[config.mk]
export PLATFORM = sky130hd
export DESIGN_NAME = nibble_serial_adder_flat
export DESIGN_NICKNAME = d
export VERILOG_FILES = /design/src/rtl/nibble_serial_adder_if.sv /design/src/rtl/nibble_serial_adder.sv /design/src/flat_wrapper.sv
export SDC_FILE = /design/constraint.sdc
export NUM_CORES = 1
export LEC_CHECK = 0
export ABC_AREA = 0
export CAP_MARGIN = 5
export CORE_UTILIZATION = 27
export CTS_BUF_LIST = sky130_fd_sc_hd__clkbuf_4
export CTS_CLUSTER_DIAMETER = 40
export DETAILED_ROUTE_END_ITERATION = 12
export GPL_TIMING_DRIVEN = 0
export REMOVE_ABC_BUFFERS = 1
export SLEW_MARGIN = 20
export SYNTH_ARGS = -nofsm -noshare
export SYNTH_HDL_FRONTEND = slang
export SYNTH_SLANG_ARGS = --single-unit
[constraint.sdc]
create_clock -name CLK -period 4.2 [get_ports CLK]
set_input_delay 0.42 -clock CLK [delete_from_list [all_inputs] [get_ports CLK]]
set_output_delay 0.42 -clock CLK [all_outputs]
set_load 0.01 [all_outputs]
[src/rtl/nibble_serial_adder_if.sv]
// Request/response bundle between a requester and nibble_serial_adder.
// NIBBLE_SERIAL_SUBTRACT_EN adds the Sub request bit.
interface nibble_serial_adder_if #(
    parameter int WIDTH = 16
);
    logic             Start;
    logic [WIDTH-1:0] A;
    logic [WIDTH-1:0] B;
    logic             Cin;
`ifdef NIBBLE_SERIAL_SUBTRACT_EN
    logic             Sub;
`endif
    logic             Busy;
    logic             Done;
    logic [WIDTH-1:0] Sum;
    logic             Cout;

    modport master (
`ifdef NIBBLE_SERIAL_SUBTRACT_EN
        output Sub,
`endif
        output Start, A, B, Cin,
        input  Busy, Done, Sum, Cout
    );

    modport slave (
`ifdef NIBBLE_SERIAL_SUBTRACT_EN
        input  Sub,
`endif
        input  Start, A, B, Cin,
        output Busy, Done, Sum, Cout
    );
endinterface

[src/rtl/nibble_serial_adder.sv]
// Wide adder that sequences operands one nibble per cycle through a single 4-bit CLA.
// Optional NIBBLE_SERIAL_SUBTRACT_EN adds a Sub request bit for A - B - Cin.
module cla4 (
    input  logic [3:0] A,
    input  logic [3:0] B,
    input  logic       Cin,
    output logic [4:0] Result
);
    logic [3:0] w_g;
    logic [3:0] w_p;
    logic [4:0] w_c;

    assign w_g = A & B;
    assign w_p = A ^ B;

    // Every carry is formed directly from generate/propagate terms, not rippled.
    assign w_c[0] = Cin;
    assign w_c[1] = w_g[0] | (w_p[0] & Cin);
    assign w_c[2] = w_g[1] | (w_p[1] & w_g[0]) | (w_p[1] & w_p[0] & Cin);
    assign w_c[3] = w_g[2] | (w_p[2] & w_g[1]) | (w_p[2] & w_p[1] & w_g[0])
                  | (w_p[2] & w_p[1] & w_p[0] & Cin);
    assign w_c[4] = w_g[3] | (w_p[3] & w_g[2]) | (w_p[3] & w_p[2] & w_g[1])
                  | (w_p[3] & w_p[2] & w_p[1] & w_g[0])
                  | (w_p[3] & w_p[2] & w_p[1] & w_p[0] & Cin);

    assign Result = {w_c[4], w_p ^ w_c[3:0]};
endmodule

module nibble_serial_adder #(
    parameter int WIDTH = 16
) (
    input  logic                 CLK,
    input  logic                 RST,
    nibble_serial_adder_if.slave bus
);
    localparam int N  = WIDTH / 4;
    localparam int CW = (N > 1) ? $clog2(N) : 1;
    localparam logic [CW-1:0] LAST = CW'(N - 1);

    generate
        if ((WIDTH % 4) != 0 || WIDTH < 4) begin : g_bad_width
            $error("nibble_serial_adder: WIDTH must be a positive multiple of 4");
        end
    endgenerate

    typedef enum logic [1:0] {
        S_IDLE = 2'd0,
        S_RUN  = 2'd1,
        S_DONE = 2'd2
    } state_t;

    state_t           r_state;
    state_t           w_state_next;
    logic [WIDTH-1:0] r_a;
    logic [WIDTH-1:0] r_b;
    logic [WIDTH-1:0] r_acc;
    logic [WIDTH-1:0] r_sum;
    logic             r_cout;
    logic             r_carry;
    logic [CW-1:0]    r_cnt;

    logic             w_sub;
    logic [WIDTH-1:0] w_b_in;
    logic             w_cin_in;
    logic [3:0]       w_a_nib [N];
    logic [3:0]       w_b_nib [N];
    logic [3:0]       w_cla_a;
    logic [3:0]       w_cla_b;
    logic [4:0]       w_cla_res;
    logic [WIDTH-1:0] w_acc_next;

`ifdef NIBBLE_SERIAL_SUBTRACT_EN
    assign w_sub = bus.Sub;
`else
    assign w_sub = 1'b0;
`endif
    // Subtraction is A + ~B + ~Cin, so Cout reads as "no borrow".
    assign w_b_in   = w_sub ? ~bus.B   : bus.B;
    assign w_cin_in = w_sub ? ~bus.Cin : bus.Cin;

    genvar gi;
    generate
        for (gi = 0; gi < N; gi++) begin : g_nib
            assign w_a_nib[gi] = r_a[4*gi +: 4];
            assign w_b_nib[gi] = r_b[4*gi +: 4];
            assign w_acc_next[4*gi +: 4] = (r_cnt == CW'(gi)) ? w_cla_res[3:0]
                                                              : r_acc[4*gi +: 4];
        end
    endgenerate

    assign w_cla_a = w_a_nib[r_cnt];
    assign w_cla_b = w_b_nib[r_cnt];

    cla4 u_cla (
        .A      (w_cla_a),
        .B      (w_cla_b),
        .Cin    (r_carry),
        .Result (w_cla_res)
    );

    always_ff @(posedge CLK) begin
        if (RST) begin
            r_state <= S_IDLE;
        end else begin
            r_state <= w_state_next;
        end
    end

    always_comb begin
        w_state_next = r_state;
        case (r_state)
            S_IDLE:  if (bus.Start) w_state_next = S_RUN;
            S_RUN:   if (r_cnt == LAST) w_state_next = S_DONE;
            S_DONE:  w_state_next = S_IDLE;
            default: w_state_next = S_IDLE;
        endcase
    end

    always_comb begin
        bus.Busy = (r_state == S_RUN);
        bus.Done = (r_state == S_DONE);
    end

    always_ff @(posedge CLK) begin
        if (RST) begin
            r_a     <= '0;
            r_b     <= '0;
            r_acc   <= '0;
            r_sum   <= '0;
            r_cout  <= 1'b0;
            r_carry <= 1'b0;
            r_cnt   <= '0;
        end else begin
            case (r_state)
                S_IDLE: begin
                    if (bus.Start) begin
                        r_a     <= bus.A;
                        r_b     <= w_b_in;
                        r_carry <= w_cin_in;
                        r_cnt   <= '0;
                    end
                end
                S_RUN: begin
                    r_acc   <= w_acc_next;
                    r_carry <= w_cla_res[4];
                    if (r_cnt == LAST) begin
                        r_sum  <= w_acc_next;
                        r_cout <= w_cla_res[4];
                    end else begin
                        r_cnt <= r_cnt + 1'b1;
                    end
                end
                default: ;
            endcase
        end
    end

    assign bus.Sum  = r_sum;
    assign bus.Cout = r_cout;
endmodule

[src/flat_wrapper.sv]
// flat-port wrapper written by rule: the top's interface ports become plain ports
module nibble_serial_adder_flat 
#(
    parameter int WIDTH = 16
)
  (CLK, RST, bus_Start, bus_A, bus_B, bus_Cin, bus_Busy, bus_Done, bus_Sum, bus_Cout);
  nibble_serial_adder_if #(.WIDTH(WIDTH)) bus_i ();
  input  logic CLK;
  input  logic RST;
  input wire logic [$bits(bus_i.Start)-1:0] bus_Start;
  input wire logic [$bits(bus_i.A)-1:0] bus_A;
  input wire logic [$bits(bus_i.B)-1:0] bus_B;
  input wire logic [$bits(bus_i.Cin)-1:0] bus_Cin;
  output wire logic [$bits(bus_i.Busy)-1:0] bus_Busy;
  output wire logic [$bits(bus_i.Done)-1:0] bus_Done;
  output wire logic [$bits(bus_i.Sum)-1:0] bus_Sum;
  output wire logic [$bits(bus_i.Cout)-1:0] bus_Cout;
  assign bus_i.Start = bus_Start;
  assign bus_i.A = bus_A;
  assign bus_i.B = bus_B;
  assign bus_i.Cin = bus_Cin;
  assign bus_Busy = bus_i.Busy;
  assign bus_Done = bus_i.Done;
  assign bus_Sum = bus_i.Sum;
  assign bus_Cout = bus_i.Cout;
  nibble_serial_adder #(.WIDTH(WIDTH)) u_core (.CLK(CLK), .RST(RST), .bus(bus_i));
endmodule
# After elaboration in Yosys (flattened, before gate mapping)
# Index checks and enable logic that the tools add are counted.
# word_totals
register_bits	70
inputBits	36
output_inout_bits	19
wordCells	74
# classes
n_eq_ne	8
reduce_logical	8
bitwise	30
order_cmp	1
add_sub_neg	1
mux	18
# op_table
cell	n
two-way mux 4 bit	8
AND 1 bit	16
binary-select mux 4 bit (select 2 bit)	2
bitwise OR 1 bit	10
two-way mux 2 bit	4
case mux 2 bit (2 select lines)	2
AND reduction 2 bit	4
XOR 4 bit	2
equality test 2 bit, second input constant	3
AND 4 bit	1
equality test 2 x 1 -> 1 bit, second input constant	2
logical NOT 2 bit	2
inequality test 2 bit, second input constant	2
>= comparator 3 bit, second input constant	1
inverter 2 -> 3 bit	1
AND reduction 3 bit	1
adder 2 x 1 -> 2 bit, second input constant	1
inequality test 2 x 1 -> 1 bit, second input constant	1
case mux 1 bit (2 select lines)	1
nonzero test 2 bit	1
two-way mux 1 bit	1

# Depth between registers and ports, before layout
# depth
ltp_word	11
mapped_depth	8
mapped_depth_nobuf	6

# Hierarchy
# A second synthesis with hierarchy kept.
# unflattened
cells_unflattened	306
area_unflattened_um2	2847.7
# by_module_without_submodules
mod	seq_area_each_um2	area_per_inst_um2	cells_per_inst	instances
nibble_serial_adder	1321.3	2700.1	289	1
cla4	0.0	147.6	17	1

# Worst setup path after synthesis
# OpenSTA, ideal clock, no wires.
# synth_path
path_type	reg2reg
from	reg u_core.r_cnt[0]
to	reg u_core.r_acc[11]
setup_time_ns	0.084
path_stages_with_launch	9
period_less_slack_ns	2.660
path_slack_ns	1.540
t_required_ns	4.116
t_arrival_ns	2.575
path_buffers	2
path_cell_list	dfxtp_1 -> buf_2 -> mux4_2 -> ha_1 -> a211oi_1 -> or3b_1 -> buf_6 -> a211o_4 -> o31ai_2
# synth_via
elab_chain_len	11
word_cells_on_any_way	20
classes_between	1 x eq/ne; 7 x mux; 12 x bitwise
# synth_rtl
item	line	text
from (decl)	nibble_serial_adder.sv:60	logic [CW-1:0] r_cnt;
from (signal assigned)	nibble_serial_adder.sv:150	r_cnt <= r_cnt + 1'b1;
inverter 2 -> 3 bit (implied by the code)	nibble_serial_adder.sv:91, nibble_serial_adder.sv:92	
binary-select mux 4 bit (select 2 bit), on equally long branches	nibble_serial_adder.sv:91, nibble_serial_adder.sv:92	
two-way mux 4 bit, on equally long branches (2 in series)	nibble_serial_adder.sv:91, nibble_serial_adder.sv:92	
XOR 4 bit or AND 4 bit (tied branches)	nibble_serial_adder.sv:14, nibble_serial_adder.sv:13	
AND 1 bit, on equally long branches	nibble_serial_adder.sv:20, nibble_serial_adder.sv:21	
bitwise OR 1 bit, or another cell as far along	nibble_serial_adder.sv:20	assign w_c[3] = w_g[2] | (w_p[2] & w_g[1]) | (w_p[2] & w_p[1] & w_g[0])
bitwise OR 1 bit or AND 1 bit (tied branches)	nibble_serial_adder.sv:20, nibble_serial_adder.sv:21	
bitwise OR 1 bit	nibble_serial_adder.sv:21	| (w_p[2] & w_p[1] & w_p[0] & Cin);
XOR 4 bit	nibble_serial_adder.sv:26	assign Result = {w_c[4], w_p ^ w_c[3:0]};
two-way mux 4 bit (*)	nibble_serial_adder.sv:86	assign w_acc_next[4*gi +: 4] = (r_cnt == CW'(gi)) ? w_cla_res[3:0]
to (signal assigned)	nibble_serial_adder.sv:144	r_acc <= w_acc_next;
to (decl)	nibble_serial_adder.sv:56	logic [WIDTH-1:0] r_acc;
# Every way passes the cells marked *; elsewhere a longest branch is shown, timed or not. The select of a mux whose other input is x is not followed.
# A chain may end at the register's enable or synchronous reset.

# Worst setup path in the final report
# layout_path
from	reg u_core.r_cnt[0]
to	reg u_core.r_acc[3]
# The elaborated chain is that of the path after synthesis.

==> flow_summary.yaml <==
status:
  status: "complete, no violations"
logic_synthesis:
  yosysWarnings: 0
  synth-seq-cells: 66
  yosysSeqAreaShare_pct: 45.7
  avgSynthCellArea_sq_um: 8.56
  syn-cell-area_sq_um: 2890
  synth_cell_types: 33
  synthCells: 338
route:
  vias: 2368
  antenna_left: 0
  drc: 0
  drt_pre_antenna_iters: 5
  routed_wl_um: 6320
  drt_iter0_markers: 83
  routed_via_density: 4.57
  routedWlPerCell_um: 12.2
timing:
  rsz0062_at_grt: "false"
  hold_violations: 0
  setup_violations: 0
  holdWs_ns: 0.459
  slew_viol_final: 0
  fin_tns_setup_ns: 0
  fmax_ghz: 0.323
  tightest_slew_ns: 1.05
  finalCritPeriodShare_pct: 73.8
  period_needed_ns: 3.10
  fin_worst_skew_ns: 0.0127
  slew_headroom_pct: 29.7
clock_tree:
  ctsHoldBuffers: 0
  cts_tree: "built"
  cts_made_buffers: 9
  htreeDepth: 3
  root_buffer: "clkbuf_4"
  cts_resized: 0
  cts_buffer_depth: 2
  clock_sinks: 66
  clkLatencyLatePin_ns: 0.41
  path_clk_slew_ns: 0.10
  post_cts_buffers: 0
global_routing:
  antenna_found_initial: 0
  grt_pass1_vias: 2219
  track_usage_pct: 12.1
  grt_pass1_wl_um: 10500
  grt-ovfl-total: 0
  grt_max_degree: 77
cells_and_area:
  fillers: 1151
  area_delta_synth_final_pct: 26.8
  n_antenna_cell: 0
  fin_nets: 422
  post-route-util_pct: 35.4
  layout-drive-gt1-share_pct: 8.64
place:
  port_buffers: 54
  gp_congestion: 0.701
  dp_hpwl_um: 4220
worst_setup_path:
  ff2ff_path_depth: 6
  worstPathArrival_ns: 3.43
  crit_fanout: 12
  path_class: "flop to flop"
  cp.required_ns: 4.53
  crit_path_start_kind: "flop"
  worst_setup_path_end_kind: "flop"
floorplanning:
  core-area_sq_um: 10400
  io_pins: 55
  initial_core_util_pct: 27.9
  fp.dieW_um: 106
  dieArea_sq_um: 11100
  row_count: 37
  die_h_um: 106
power:
  ir_worst_vdd_mv: 0.178
  powerDensity_nw_per_um2: 360
  p_total_w: 0.00132
  p_leak_nw: 1.26
min_path:
  whs_path_depth: 2
  hold_path.class: "flop to flop"
run:
  cap_violations: 0
[metal layers]
layer	wire length, um	share of wire (%)	vias to the layer above	global-route usage, %
li1	-	-	1241	-
met1	2940	46	1062	14.5
met2	3010	48	55	20.5
met3	281	4.4	10	4.14
met4	90	1.4	0	3.57
met5	0	0	-	0
[Yosys cell counts]
master | number | area share [%]
clkbuf_1 | 26 | 3.4
a311oi_1 | 3 | 0.91
mux4_2 | 8 | 6.2
o31ai_2 | 4 | 1.7
dfxtp_1 | 66 | 46
nor3_1 | 6 | 1.0
o21bai_1 | 1 | 0.26
nand2_1 | 87 | 11
a211oi_1 | 5 | 1.3
nand3b_1 | 7 | 1.8
a2111oi_0 | 1 | 0.30
a22oi_1 | 1 | 0.26
a21oi_1 | 51 | 8.8
nor2b_1 | 2 | 0.43
nand4_1 | 3 | 0.65
and2_1 | 1 | 0.22
o21ai_0 | 6 | 1.0
fa_1 | 1 | 0.69
o211ai_1 | 3 | 0.78
and3b_1 | 1 | 0.30
a31oi_1 | 3 | 0.65
nand3_1 | 4 | 0.69
buf_6 | 1 | 0.39
buf_2 | 1 | 0.17
nor2_1 | 15 | 1.9
nor3b_1 | 8 | 2.1
or3b_1 | 1 | 0.30
mux2i_1 | 3 | 1.0
ha_1 | 8 | 3.5
inv_1 | 8 | 1.0
o21a_1 | 1 | 0.26
xnor2_1 | 1 | 0.30
a211o_4 | 1 | 0.61
[placed cells by master, fill, tap and decap left out, types with 2 or more instances in the layout]
master,synthesis,layout
nor3_1,6,6
a31oi_1,3,3
o31ai_2,4,4
clkdlybuf4s50_1,0,53
mux4_2,8,8
nand3b_1,7,7
buf_4,0,2
a211oi_1,5,5
bufinv_16,0,2
a21oi_1,51,51
nand3_1,4,4
clkbuf_4,0,10
clkinv_2,0,2
inv_1,8,8
nand4_1,3,3
dfxtp_1,66,66
nor3b_1,8,7
ha_1,8,8
a311oi_1,3,3
nor2_1,15,15
nand2_1,87,87
o211ai_1,3,3
o21ai_0,6,6
mux2i_1,3,3
[per-stage QoR]
| stage | std cells | cell area (sq um) | setup slack (ns) |
|---|---|---|---|
| 3_3_place_gp | 500 | 3490 | -0.168 |
| 6_report | 518 | 3670 | 1.10 |
| 5_1_grt | 518 | 3670 | 0.840 |
| 2_1_floorplan | 310 | 2780 | 1.33 |
| 3_5_place_dp | 502 | 3510 | 1.06 |
| 4_1_cts | 518 | 3670 | 1.03 |
[cell type report]
class	count	area, sq um	share of cell area, %
clock inverter	6	81.3	2.22
multi-input combinational	236	1440	39.1
sequential	66	1320	36.0
inverter	8	30.0	0.818
timing repair buffer	56	557	15.2
clock buffer	10	75.1	2.04
tap	136	170	4.64
[state kept, by name (all words and copies together), names as in the netlist]
register	cells
u_core.r_b	16
u_core.r_acc	12
u_core.bus.Cout	1
u_core.r_cnt	2
u_core.bus.Sum	16
u_core.r_carry	1
u_core.r_state	2
u_core.r_a	16
[kinds of logic after synthesis]
kind of cell / Yosys count / synth area share (%)
xor gates and xnor gates: 1 / 0.303
buffers and inverters: 36 / 4.97
adders and majority gates: 9 / 4.15
DFF: 66 / 45.7
AOI/OAI and AO/OA: 80 / 16.9
and+or+nand+nor: 135 / 20.8
muxes: 11 / 7.26
[power breakdown]
group	internal (W)	leakage, nW	switching (W)	total, W
Clock	0.000244	0.0838	0.000225	0.000469
Sequential	0.000651	0.538	0.0000185	0.000670
Combinational	0.0000835	0.634	0.0000991	0.000183
Total	0.000979	1.26	0.000342	0.00132
[critical path: stages (launching register included)]
cell and delay, ns:
dfxtp_1 0.80, mux4_2 0.62, ha_1 0.29, a211oi_1 0.09
or3b_1 0.54, a211o_4 0.45, o31ai_2 0.22
[final timing paths]
kind	from	end	slack (ns)
max	u_core.r_cnt[0]	u_core.r_acc[3]	1.10
min reg2reg	u_core.r_acc[9]	u_core.r_acc[9]	0.46
min	u_core.r_acc[9]	u_core.r_acc[9]	0.46
max reg2reg	u_core.r_cnt[0]	u_core.r_acc[3]	1.10
No activity file was read; power rests on OpenSTA's default activity.
